`src/rtl/rx_ctrl_pkg.sv`:
```
// ============================================================================
// Module   : rx_ctrl_pkg
// Purpose  : Shared types and constants for the rx_controller frame sequencer.
// Revision : 1.0 - initial release
// ============================================================================
`default_nettype none

package rx_ctrl_pkg;

  typedef enum logic [1:0] {
    IDLE  = 2'd0,
    SEND  = 2'd1,
    DRAIN = 2'd2,
    DONE  = 2'd3
  } state_t;

  localparam logic [3:0] SEL_FIRST = 4'hF;
  localparam int         BYTE_W    = 8;

endpackage

`default_nettype wire

```
`src/rtl/rx_seq_chk.sv`:
```
// ============================================================================
// Module   : rx_seq_chk
// Purpose  : XOR checksum accumulator over bytes read back from the mux.
//            Only built when RX_SEQ_CHECKSUM_EN is defined.
// Revision : 1.0 - initial release
// ============================================================================
`default_nettype none

`ifdef RX_SEQ_CHECKSUM_EN
module rx_seq_chk
  import rx_ctrl_pkg::*;
(
  input  logic              clk,
  input  logic              rst_n,
  input  logic              i_clear,
  input  logic              i_en,
  input  logic [BYTE_W-1:0] i_data,
  output logic [BYTE_W-1:0] o_chk
);

  logic [BYTE_W-1:0] r_chk;

  // Clear wins so a new frame never inherits a stale byte.
  always_ff @(posedge clk or negedge rst_n) begin
    if (!rst_n) begin
      r_chk <= '0;
    end else if (i_clear) begin
      r_chk <= '0;
    end else if (i_en) begin
      r_chk <= r_chk ^ i_data;
    end
  end

  assign o_chk = r_chk;

endmodule
`endif

`default_nettype wire

```
`src/rtl/rx_frame_sequencer.sv`:
```
// ============================================================================
// Module   : rx_frame_sequencer
// Purpose  : Steps the rx 16:1 byte-mux select through a frame and emits
//            byte strobes aligned with the mux registered output.
//            Optional checksum: define RX_SEQ_CHECKSUM_EN.
// Revision : 1.0 - initial release
// ============================================================================
`default_nettype none

module rx_frame_sequencer
  import rx_ctrl_pkg::*;
#(
  parameter int NUM_BYTES = 16
) (
  input  logic              clk,
  input  logic              rst_n,
  input  logic              i_frame_start,
  output logic              o_frame_ready,
  input  logic              i_byte_en,
  input  logic              i_abort,
  output logic [3:0]        o_sel,
  output logic              o_byte_valid,
  output logic              o_byte_first,
  output logic              o_byte_last,
  output logic              o_frame_done,
  output logic              o_seq_err,
  input  logic              i_err_clr,
  input  logic [BYTE_W-1:0] i_mux_data,
  output logic [BYTE_W-1:0] o_frame_chk
);

  generate
    if (NUM_BYTES < 1 || NUM_BYTES > 16) begin : g_bad_num_bytes
      $error("rx_frame_sequencer: NUM_BYTES must be within 1..16");
    end
  endgenerate

  localparam logic [3:0] c_cnt_last = 4'(NUM_BYTES - 1);

  state_t     r_state;
  logic [3:0] r_sel;
  logic [3:0] r_cnt;
  logic       r_ready;
  logic       r_valid;
  logic       r_first;
  logic       r_last;
  logic       r_done;
  logic       r_seq_err;

  logic       w_issue;
  logic       w_start;
  logic       w_err_set;

  assign w_issue   = (r_state == SEND) && i_byte_en && !i_abort;
  assign w_start   = (r_state == IDLE) && i_frame_start;
  assign w_err_set = (r_state != IDLE) && i_frame_start;

  always_ff @(posedge clk or negedge rst_n) begin
    if (!rst_n) begin
      r_state   <= IDLE;
      r_sel     <= SEL_FIRST;
      r_cnt     <= 4'd0;
      r_ready   <= 1'b1;
      r_valid   <= 1'b0;
      r_first   <= 1'b0;
      r_last    <= 1'b0;
      r_done    <= 1'b0;
      r_seq_err <= 1'b0;
    end else begin
      // Strobes describe the byte the mux registers on this edge.
      r_valid <= w_issue;
      r_first <= w_issue && (r_cnt == 4'd0);
      r_last  <= w_issue && (r_cnt == c_cnt_last);
      r_done  <= 1'b0;

      if (w_err_set) begin
        r_seq_err <= 1'b1;
      end else if (i_err_clr) begin
        r_seq_err <= 1'b0;
      end

      case (r_state)
        IDLE: begin
          if (i_frame_start) begin
            r_state <= SEND;
            r_ready <= 1'b0;
            r_sel   <= SEL_FIRST;
            r_cnt   <= 4'd0;
          end
        end
        SEND: begin
          if (i_abort) begin
            r_state <= IDLE;
            r_ready <= 1'b1;
            r_sel   <= SEL_FIRST;
            r_cnt   <= 4'd0;
          end else if (i_byte_en) begin
            // The final byte keeps its select so dataout stays stable.
            if (r_cnt == c_cnt_last) begin
              r_state <= DRAIN;
            end else begin
              r_cnt <= r_cnt + 4'd1;
              r_sel <= r_sel - 4'd1;
            end
          end
        end
        DRAIN: begin
          if (i_abort) begin
            r_state <= IDLE;
            r_ready <= 1'b1;
            r_sel   <= SEL_FIRST;
            r_cnt   <= 4'd0;
          end else begin
            r_state <= DONE;
            r_done  <= 1'b1;
          end
        end
        DONE: begin
          r_state <= IDLE;
          r_ready <= 1'b1;
          if (i_abort) begin
            r_sel <= SEL_FIRST;
            r_cnt <= 4'd0;
          end
        end
        default: begin
          r_state <= IDLE;
          r_ready <= 1'b1;
        end
      endcase
    end
  end

  assign o_frame_ready = r_ready;
  assign o_sel         = r_sel;
  assign o_byte_valid  = r_valid;
  assign o_byte_first  = r_first;
  assign o_byte_last   = r_last;
  assign o_frame_done  = r_done;
  assign o_seq_err     = r_seq_err;

`ifdef RX_SEQ_CHECKSUM_EN
  logic [BYTE_W-1:0] w_chk;

  rx_seq_chk u_chk (
    .clk     (clk),
    .rst_n   (rst_n),
    .i_clear (w_start),
    .i_en    (r_valid),
    .i_data  (i_mux_data),
    .o_chk   (w_chk)
  );

  assign o_frame_chk = w_chk;
`else
  logic w_unused_chk;

  assign w_unused_chk = ^{i_mux_data, w_start};
  assign o_frame_chk  = '0;
`endif

endmodule

`default_nettype wire

```
`config.mk`:
```
export PLATFORM = sky130hd
export DESIGN_NAME = rx_frame_sequencer
export DESIGN_NICKNAME = d
export VERILOG_FILES = /design/src/rtl/rx_ctrl_pkg.sv /design/src/rtl/rx_seq_chk.sv /design/src/rtl/rx_frame_sequencer.sv
export SDC_FILE = /design/constraint.sdc
export NUM_CORES = 1
export LEC_CHECK = 0
export BUFFER_PORTS_ARGS = -buffer_cell sky130_fd_sc_hd__buf_2
export CAP_MARGIN = 20
export CELL_PAD_IN_SITES_DETAIL_PLACEMENT = 1
export CELL_PAD_IN_SITES_GLOBAL_PLACEMENT = 2
export CORE_ASPECT_RATIO = 0.5
export CORE_MARGIN = 5
export CORE_UTILIZATION = 26
export CTS_CLUSTER_SIZE = 30
export DETAILED_ROUTE_END_ITERATION = 6
export PLACE_DENSITY = 0.84
export SLEW_MARGIN = 20
export SYNTH_ARGS = -nofsm -noshare
export SYNTH_HDL_FRONTEND = slang
export SYNTH_SLANG_ARGS = --single-unit
```
`constraint.sdc`:
```
create_clock -name clk -period 1.9 [get_ports clk]
set_input_delay 0.19 -clock clk [delete_from_list [all_inputs] [get_ports clk]]
set_output_delay 0.19 -clock clk [all_outputs]
set_load 0.01 [all_outputs]
```
* Word level (Yosys, flattened, before mapping)
Index checks and enable logic that the tools add are counted.
** Cells by class
- Multiplexer cells :: 25
- Add/sub/neg operators :: 2
- Equality and inequality tests :: 10
- Reductions and logical operators :: 15
** Operator list (number)
- 4-bit two-way mux :: 10
- 4-bit one-hot mux with 3 select lines :: 2
- 2-bit two-way mux :: 5
- 2-bit one-hot mux with 4 select lines :: 1
- 1-bit two-way mux :: 6
- 3-bit inequality test (second input constant) :: 2
- 1-bit logical AND :: 5
- 4-bit by 1-bit adder with 4-bit output (second input constant) :: 1
- 2-bit == test (second input constant) :: 2
- 4-bit == test (second input constant) :: 1
- 4-bit zero test :: 1
- 2-bit by 1-bit inequality test with 1-bit output (second input constant) :: 2
- 4-bit AND reduction :: 1
- 2-bit nonzero test :: 2
- 2-bit OR reduction :: 2
- 4-bit by 1-bit subtractor with 4-bit output (second input constant) :: 1
- 3-bit by 2-bit inequality test with 1-bit output (second input constant) :: 1
- 1-bit one-hot mux with 3 select lines :: 1
- 3-bit AND reduction :: 1
- 2-bit by 1-bit == test with 1-bit output (second input constant) :: 1
- 2-bit zero test :: 1
- 2-bit inequality test (second input constant) :: 1
- 2-bit AND reduction :: 1
- 1-bit zero test :: 1
** Word-level totals
- Input port bits :: 14
- Word-level logic and storage cells :: 61
- Output and inout port bits :: 18
- Register bits after elaboration :: 16

* Depth between registers and ports, before layout
Gate-level depths: netlist of the first run.
- Depth after elaboration :: 5
- Mapped depth :: 7
- Depth with buffers taken out :: 6

* Worst setup path after synthesis of the first run
Ideal clock, no wire load.
- Path type :: reg2reg
- Start :: reg r_state[1]
- End :: reg r_cnt[0]
- Data required time :: 1.775 ns
- Cell stages (with the launch flop) :: 8
- Arrival :: 1.664 ns
- Path buffers :: 1
- Slack :: 0.111 ns
- Library setup time :: 0.125 ns
- Cell sequence :: dfrtp_1 -> inv_1 -> ha_1 -> or3b_4 -> nand2_2 -> buf_6 -> and3b_4 -> mux2_4
** On the way
- Cells in the longest elaborated chain, start to end :: 4
- Elaborated cells between the ends (all ways) :: 11
- Those cells by class :: eq/ne: 7; mux: 1; reduce/logical: 3
** RTL lines
- start, declared :: RTL line rx_frame_sequencer.sv:40 : state_t r_state;
- start signal, assigned :: RTL line rx_frame_sequencer.sv:60 : r_state <= IDLE;
- start signal, assigned :: RTL line rx_frame_sequencer.sv:85 : r_state <= SEND;
- start signal, assigned :: RTL line rx_frame_sequencer.sv:93 : r_state <= IDLE;
- 2-bit == test :: RTL line rx_frame_sequencer.sv:82 : case (r_state)
- 2-bit OR reduction (no line)
- 2-bit by 1-bit inequality test with 1-bit output (no line)
- 4-bit AND reduction (no line)
- end signal, assigned :: RTL line rx_frame_sequencer.sv:102 : r_cnt <= r_cnt + 4'd1;
- end, declared :: RTL line rx_frame_sequencer.sv:42 : logic [3:0] r_cnt;
Several ways; a longest one is shown, not always the timed one.
A chain may end at the register's enable or synchronous reset.

* Worst setup path in the final report of the first run
Same ends and word-level chain as after synthesis.

==> impl_metrics.ini, run 1 <==
[timing]
fmax_ghz = 0.547
fin_crit_sh = 0.963
whs_ns = 0.114
setup_tns_ns = 0
slew_violations = 0
setup_violations = 0
finalClockSkew_ns = 0.00427
fin_crit_ns = 1.83
finalHoldViolations = 0
rsz0062_at_grt = no

[finish]
diodes = 0
layout_common_cells = 15 x buf_2, 11 x dfrtp_1, 9 x inv_1, 8 x conb_1
nets = 133
drive_gt1_frac = 0.324
final_area_um2 = 1130
final_common_cell = buf_2
syn2layout_area_growth_pct = 23.9

[yosys]
syn-instance-count = 89
synth_fa_ha_area_frac = 0.0960
synth_top_cells_by_area = dfrtp_1 30%, dfstp_2 14%, ha_1 9.6%
muxShareOfSynthArea = 0.0274
ys.warnings.count = 0
synth-compound-area-share = 0.111
synth_top_area_share = 0.302
synth_area_per_cell_um2 = 10.2
synth-simple-area-share = 0.200
synth-seq-area-share = 0.446
synth_top_family_by_area = simple AND/OR/NAND/NOR gates
synthXorXnorAreaFrac = 0
yosys.cell_types.count = 33
netlist_area_um2 = 912
yosysTopAreaCell = dfrtp_1
ys_seq_elements = 16

[run_status]
status = completed

[floorplan]
dieArea_um2 = 4860
rows = 15
initial_core_util = 0.269
die_y_um = 51.9
core_um2 = 3400
die_x_um = 93.8
num_io_pins = 32

[clocking]
tritoncts = done
htree_levels = 1
clock_sinks = 16
clk_path_buf_depth = 2
post_cts.repair.setup_buffers = 0
clock_latency_ns = 0.25
root_buffer = clkbuf_8
cts.clk_slew.worst_paths_ns = 0.06
cts_buffers = 3

[setup_path]
slowest_delay_ns = 0.41
arrival_ns = 1.96
critPathRequiredTime_ns = 2.03
critPathCaptureType = flip-flop
cp_max_fo = 8
crit_slowest_cell = dfrtp_1
path_class = reg -> reg
worstSetupStartpointType = flip-flop
path_cells = inv_1 -> ha_2 -> or3b_4 -> nand2_4 -> and3b_4 -> mux2_4

[flow_run]
drv_cap = 0

[power]
p_sw_frac = 0.340
p_per_area_nw_per_um2 = 1130
p_int_uw = 843
ir_worst_vdd_v = 0.000298
netSwitchingPower_uw = 435
leakage_uw = 0.000538
pwr-share-clk = 0.232
p_seq_frac = 0.374
p_comb_frac = 0.394

[grt]
grt_overflow = 0
grt_antenna_before_repair = 0
grt_pass1_vias = 676
grt_first_pass_wirelength_mm = 3.12
grt_max_degree = 17
track_usage = 0.0854

[place]
dpl.hpwl_mm = 1.47
placed_cell_area_um2 = 1040
gp_congestion = 0.749
io_buffers = 15

[route]
drt_iter0_drc = 29
drc = 0
drtPass1Iterations = 2
ant_nets = 0
drt-wirelength-per-cell_um = 11.9
viasPerCell = 4.23
vias = 685
wirelength_mm = 1.93

[worst_hold_path]
hold_path.class = in -> reg
==> kinds of logic (layout without fill, tap and decap cells) <==
family,count (synthesis),after routing
compound gates,16,16
fa+ha+maj,7,7
buf+inv,18,33
flops,16,16
mux,2,2
other cells,1,8
simple gates,29,29
==> worst paths after layout <==
kind | start | endpoint | cells after the start | slack, ns
max reg2reg | r_state[1]$_DFFE_PN0P_ | r_cnt[0]$_DFFE_PN0P_ | 6 | 0.07
min in group asynchronous | rst_n | r_state[1]$_DFFE_PN0P_ | 2 | 0.39
max in group asynchronous | rst_n | o_frame_ready$_DFFE_PN1P_ | 2 | 1.20
min | i_err_clr | o_seq_err$_DFFE_PN0P_ | 2 | 0.11
max | r_state[1]$_DFFE_PN0P_ | r_cnt[0]$_DFFE_PN0P_ | 6 | 0.07
min reg2reg | o_frame_ready$_DFFE_PN1P_ | o_frame_ready$_DFFE_PN1P_ | 2 | 0.50
==> layout make-up <==
cell class	instances	area (um^2)
Fill cell	389	2270
Tap cell	51	63.8
Clock buffer	4	55.1
Inverter	9	33.8
Sequential cell	16	407
Multi-Input combinational cell	62	455
Timing Repair Buffer	20	115
==> sequential cells by signal, indices dropped and copies added, names as in the netlist <==
signal	cells
o_byte_valid	1
o_seq_err	1
o_sel	4
r_state	2
o_byte_first	1
o_frame_done	1
o_byte_last	1
r_cnt	4
o_frame_ready	1
==> synth_stat cells <==
cell / n
o31ai_1: 2
a22oi_1: 1
nand3b_1: 1
ha_1: 7
a21oi_1: 2
buf_4: 8
or3_1: 3
conb_1: 1
o22ai_1: 2
inv_1: 9
mux2_4: 1
and2b_1: 2
nor2b_1: 2
dfrtp_1: 11
nand2_2: 1
o41ai_1: 1
a22o_1: 1
o21ai_0: 6
mux2i_1: 1
or3b_1: 1
o31a_1: 1
nor2_1: 5
nand3_1: 4
nor3_1: 2
and3b_4: 1
nor4_1: 1
or4_1: 1
or2_2: 1
nor4b_1: 1
or3b_4: 1
nand2b_1: 2
dfstp_2: 5
buf_6: 1
==> through the flow <==
step                utilization  setup WS (ns)  std cells  power [uW]
floorplan                     -          0.111         96         815
global placement          0.305         0.0621        157         949
detailed placement        0.305       -0.00791        157         963
CTS                       0.326         0.0218        162        1280
global route              0.333        0.00210        162        1380
finish                    0.333         0.0705        162        1280
==> routing by layer <==
metal,vias up,wire length (um),global-route usage
li1,336,-,-
met1,334,875,0.101
met2,15,947,0.141
met3,0,111,0.0318
met4,0,0,0.0360
met5,-,0,0
==> power groups by stage <==
stage / sequential, uW / clock [uW] / combinational, uW
6_report: 478 / 297 / 504
5_1_grt: 493 / 328 / 562
4_1_cts: 480 / 313 / 486
3_5_place_dp: 485 / 0 / 478
3_3_place_gp: 482 / 0 / 467
2_1_floorplan: 501 / 0 / 314
==> timing repair <==
item                                    CTS  global route
gates resized for setup                   1             5
endpoints found under the setup margin    2             3
hold buffers                              1             0
hold endpoints to repair                 11             0
cloned                                    0             0
==> worst max-delay path, delay by kind of cell (launching register included) <==
family | cells | cell delay (ns)
flops | 1 | 0.41
buf+inv | 1 | 0.10
mux | 1 | 0.25
fa+ha+maj | 1 | 0.20
simple gates | 3 | 0.75
No activity file was read; power rests on OpenSTA's default activity.
==> run 2, diff against run 1 <==
--- a/config.mk
+++ b/config.mk
@@ -5,7 +5,7 @@
 export SDC_FILE = /design/constraint.sdc
 export NUM_CORES = 1
 export LEC_CHECK = 0
-export BUFFER_PORTS_ARGS = -buffer_cell sky130_fd_sc_hd__buf_2
+export BUFFER_PORTS_ARGS = -buffer_cell sky130_fd_sc_hd__buf_4
 export CAP_MARGIN = 20
 export CELL_PAD_IN_SITES_DETAIL_PLACEMENT = 1
 export CELL_PAD_IN_SITES_GLOBAL_PLACEMENT = 2
@@ -18,4 +18,6 @@
 export SLEW_MARGIN = 20
 export SYNTH_ARGS = -nofsm -noshare
 export SYNTH_HDL_FRONTEND = slang
+export SYNTH_HIERARCHICAL = 1
 export SYNTH_SLANG_ARGS = --single-unit
+export TNS_END_PERCENT = 100
==> impl_metrics.ini, run 2 <==
[clocking]
clk_path_buf_depth = 2
cts_buffers = 3
cts.clk_slew.worst_paths_ns = 0.07
clock_latency_ns = 0.26
tritoncts = done
post_cts.repair.setup_buffers = 0
root_buffer = clkbuf_8
clock_sinks = 16
htree_levels = 1

[floorplan]
core_um2 = 3400
rows = 15
initial_core_util = 0.269
die_x_um = 93.8
die_y_um = 51.9
dieArea_um2 = 4860
num_io_pins = 32

[timing]
whs_ns = 0.100
setup_violations = 0
fmax_ghz = 0.542
setup_ws_ns = 0.0566
rsz0062_at_grt = yes
slew_violations = 0
finalHoldViolations = 0
fin_crit_sh = 0.970
finalClockSkew_ns = 0.00285
fin_crit_ns = 1.84

[yosys]
synth_flop_cell = dfrtp_1
ys.warnings.count = 6
yosysMostFrequentCell = dfrtp_1
async_flop_share = 1.00
netlist_area_um2 = 912
ys_seq_elements = 16
synth_common_cells = 11 x dfrtp_1, 9 x inv_1, 8 x buf_4
yosysTopAreaCell = dfrtp_1
synth_top_area_share = 0.302
yosys.cell_types.count = 33
synth-seq-area-share = 0.446
syn-instance-count = 89
synth_area_per_cell_um2 = 10.2
synth_edf_count = 0
synth_top_cells_by_area = dfrtp_1 30%, dfstp_2 14%, ha_1 9.6%

[setup_path]
arrival_ns = 1.99
critPathCaptureType = flip-flop
cp_max_fo = 8
critPathRequiredTime_ns = 2.04
worstSetupStartpointType = flip-flop
path_class = reg -> reg

[route]
drt-wirelength-per-cell_um = 12.6
drc = 0
vias = 688
drtPass1Iterations = 4
viasPerCell = 4.25
wirelength_mm = 2.04
ant_nets = 0
drt_iter0_drc = 22

[finish]
final_common_cell = buf_4
layout_common_cells = 19 x buf_4, 11 x dfrtp_1, 9 x inv_1, 8 x conb_1
syn2layout_area_growth_pct = 27.4
nets = 133
diodes = 0
fill_cells = 393
drive_gt1_frac = 0.324

[flow_run]
drv_cap = 0

[grt]
grt_pass1_vias = 709
grt_antenna_before_repair = 0
track_usage = 0.0956
grt_max_degree = 17
grt_overflow = 0
grt_first_pass_wirelength_mm = 3.38

[place]
io_buffers = 15
dp_slack_ns = -0.0529
gp_congestion = 0.718
dpl.hpwl_mm = 1.52

[power]
leakage_uw = 0.000549
ir_worst_vdd_v = 0.000251
p_per_area_nw_per_um2 = 1140

[worst_hold_path]
hold_path.class = in -> reg

[run_status]
status = completed
[run 2: cell types whose count changed in the layout (fill, tap and decap cells not counted)]
cell	delta
buf_4	+15
buf_2	-15
nor2_4	-1
nor2_2	+1
[run 2: cell families after synthesis]
kind of cell	after synthesis	synth area share
and+or+nand+nor	29	0.200
muxes	2	0.0274
other	1	0.00411
AOI/OAI and AO/OA	16	0.111
DFF	16	0.446
buffers and inverters	18	0.115
adders and majority gates	7	0.0960
[run 2: per-layer routing]
layer  wire [um]  track usage  vias to the layer above
li1            -            -                      334
met1         907        0.109                      336
met2         953        0.149                       14
met3         114       0.0332                        4
met4          63       0.0719                        0
met5           0            0                        -
[run 2: path summary, 6_finish.rpt]
check | from | endpoint | slack, ns | depth (start not counted)
worst min-delay path | i_err_clr | o_seq_err$_DFFE_PN0P_ | 0.10 | 2
max in group asynchronous | rst_n | o_frame_ready$_DFFE_PN1P_ | 1.32 | 2
min in group asynchronous | rst_n | r_state[1]$_DFFE_PN0P_ | 0.32 | 2
worst max register to register | r_state[1]$_DFFE_PN0P_ | r_cnt[0]$_DFFE_PN0P_ | 0.06 | 6
worst min register to register | r_cnt[3]$_DFFE_PN0P_ | o_byte_first$_DFF_PN0_ | 0.50 | 1
worst max-delay path | r_state[1]$_DFFE_PN0P_ | r_cnt[0]$_DFFE_PN0P_ | 0.06 | 6
[run 2: repair_timing]
action / 4_1_cts / 5_1_grt
hold endpoints to repair: 11 / 0
pin swaps: 0 / 0
resized for setup: 1 / 4
hold buffers: 1 / 0
setup endpoints to repair: 3 / 5
[run 2: final cells by class]
type	count	area (um^2)	area share
multi-input combinational	62	450	0.388
sequential	16	407	0.350
timing repair buffer	20	153	0.131
tap	51	63.8	0.0549
clock buffer	4	55.1	0.0474
inverter	9	33.8	0.0291
[run 2: critical path: stages (launching register included)]
cell     delay (ns)
dfrtp_1        0.42
inv_1          0.10
ha_2           0.21
or3b_4         0.41
nand2_4        0.11
and3b_4        0.22
mux2_4         0.25
[run 2: metrics by stage]
| step | total power [uW] | area [um^2] | util | TNS (ns) | cells |
|---|---|---|---|---|---|
| 2_1_floorplan | 815 | 938 | - | 0 | 96 |
| 5_1_grt | 1430 | 1160 | 0.342 | -0.0124 | 162 |
| 3_5_place_dp | 996 | 1070 | 0.316 | -0.0833 | 157 |
| 4_1_cts | 1320 | 1140 | 0.337 | 0 | 162 |
| 6_report | 1330 | 1160 | 0.342 | 0 | 162 |
| 3_3_place_gp | 980 | 1070 | 0.316 | 0 | 157 |
[run 2: report_power, final]
part	internal (uW)	total (uW)	switching, uW
sequential	429	483	53.4
clock	184	311	126
combinational	255	533	278
total	869	1330	457
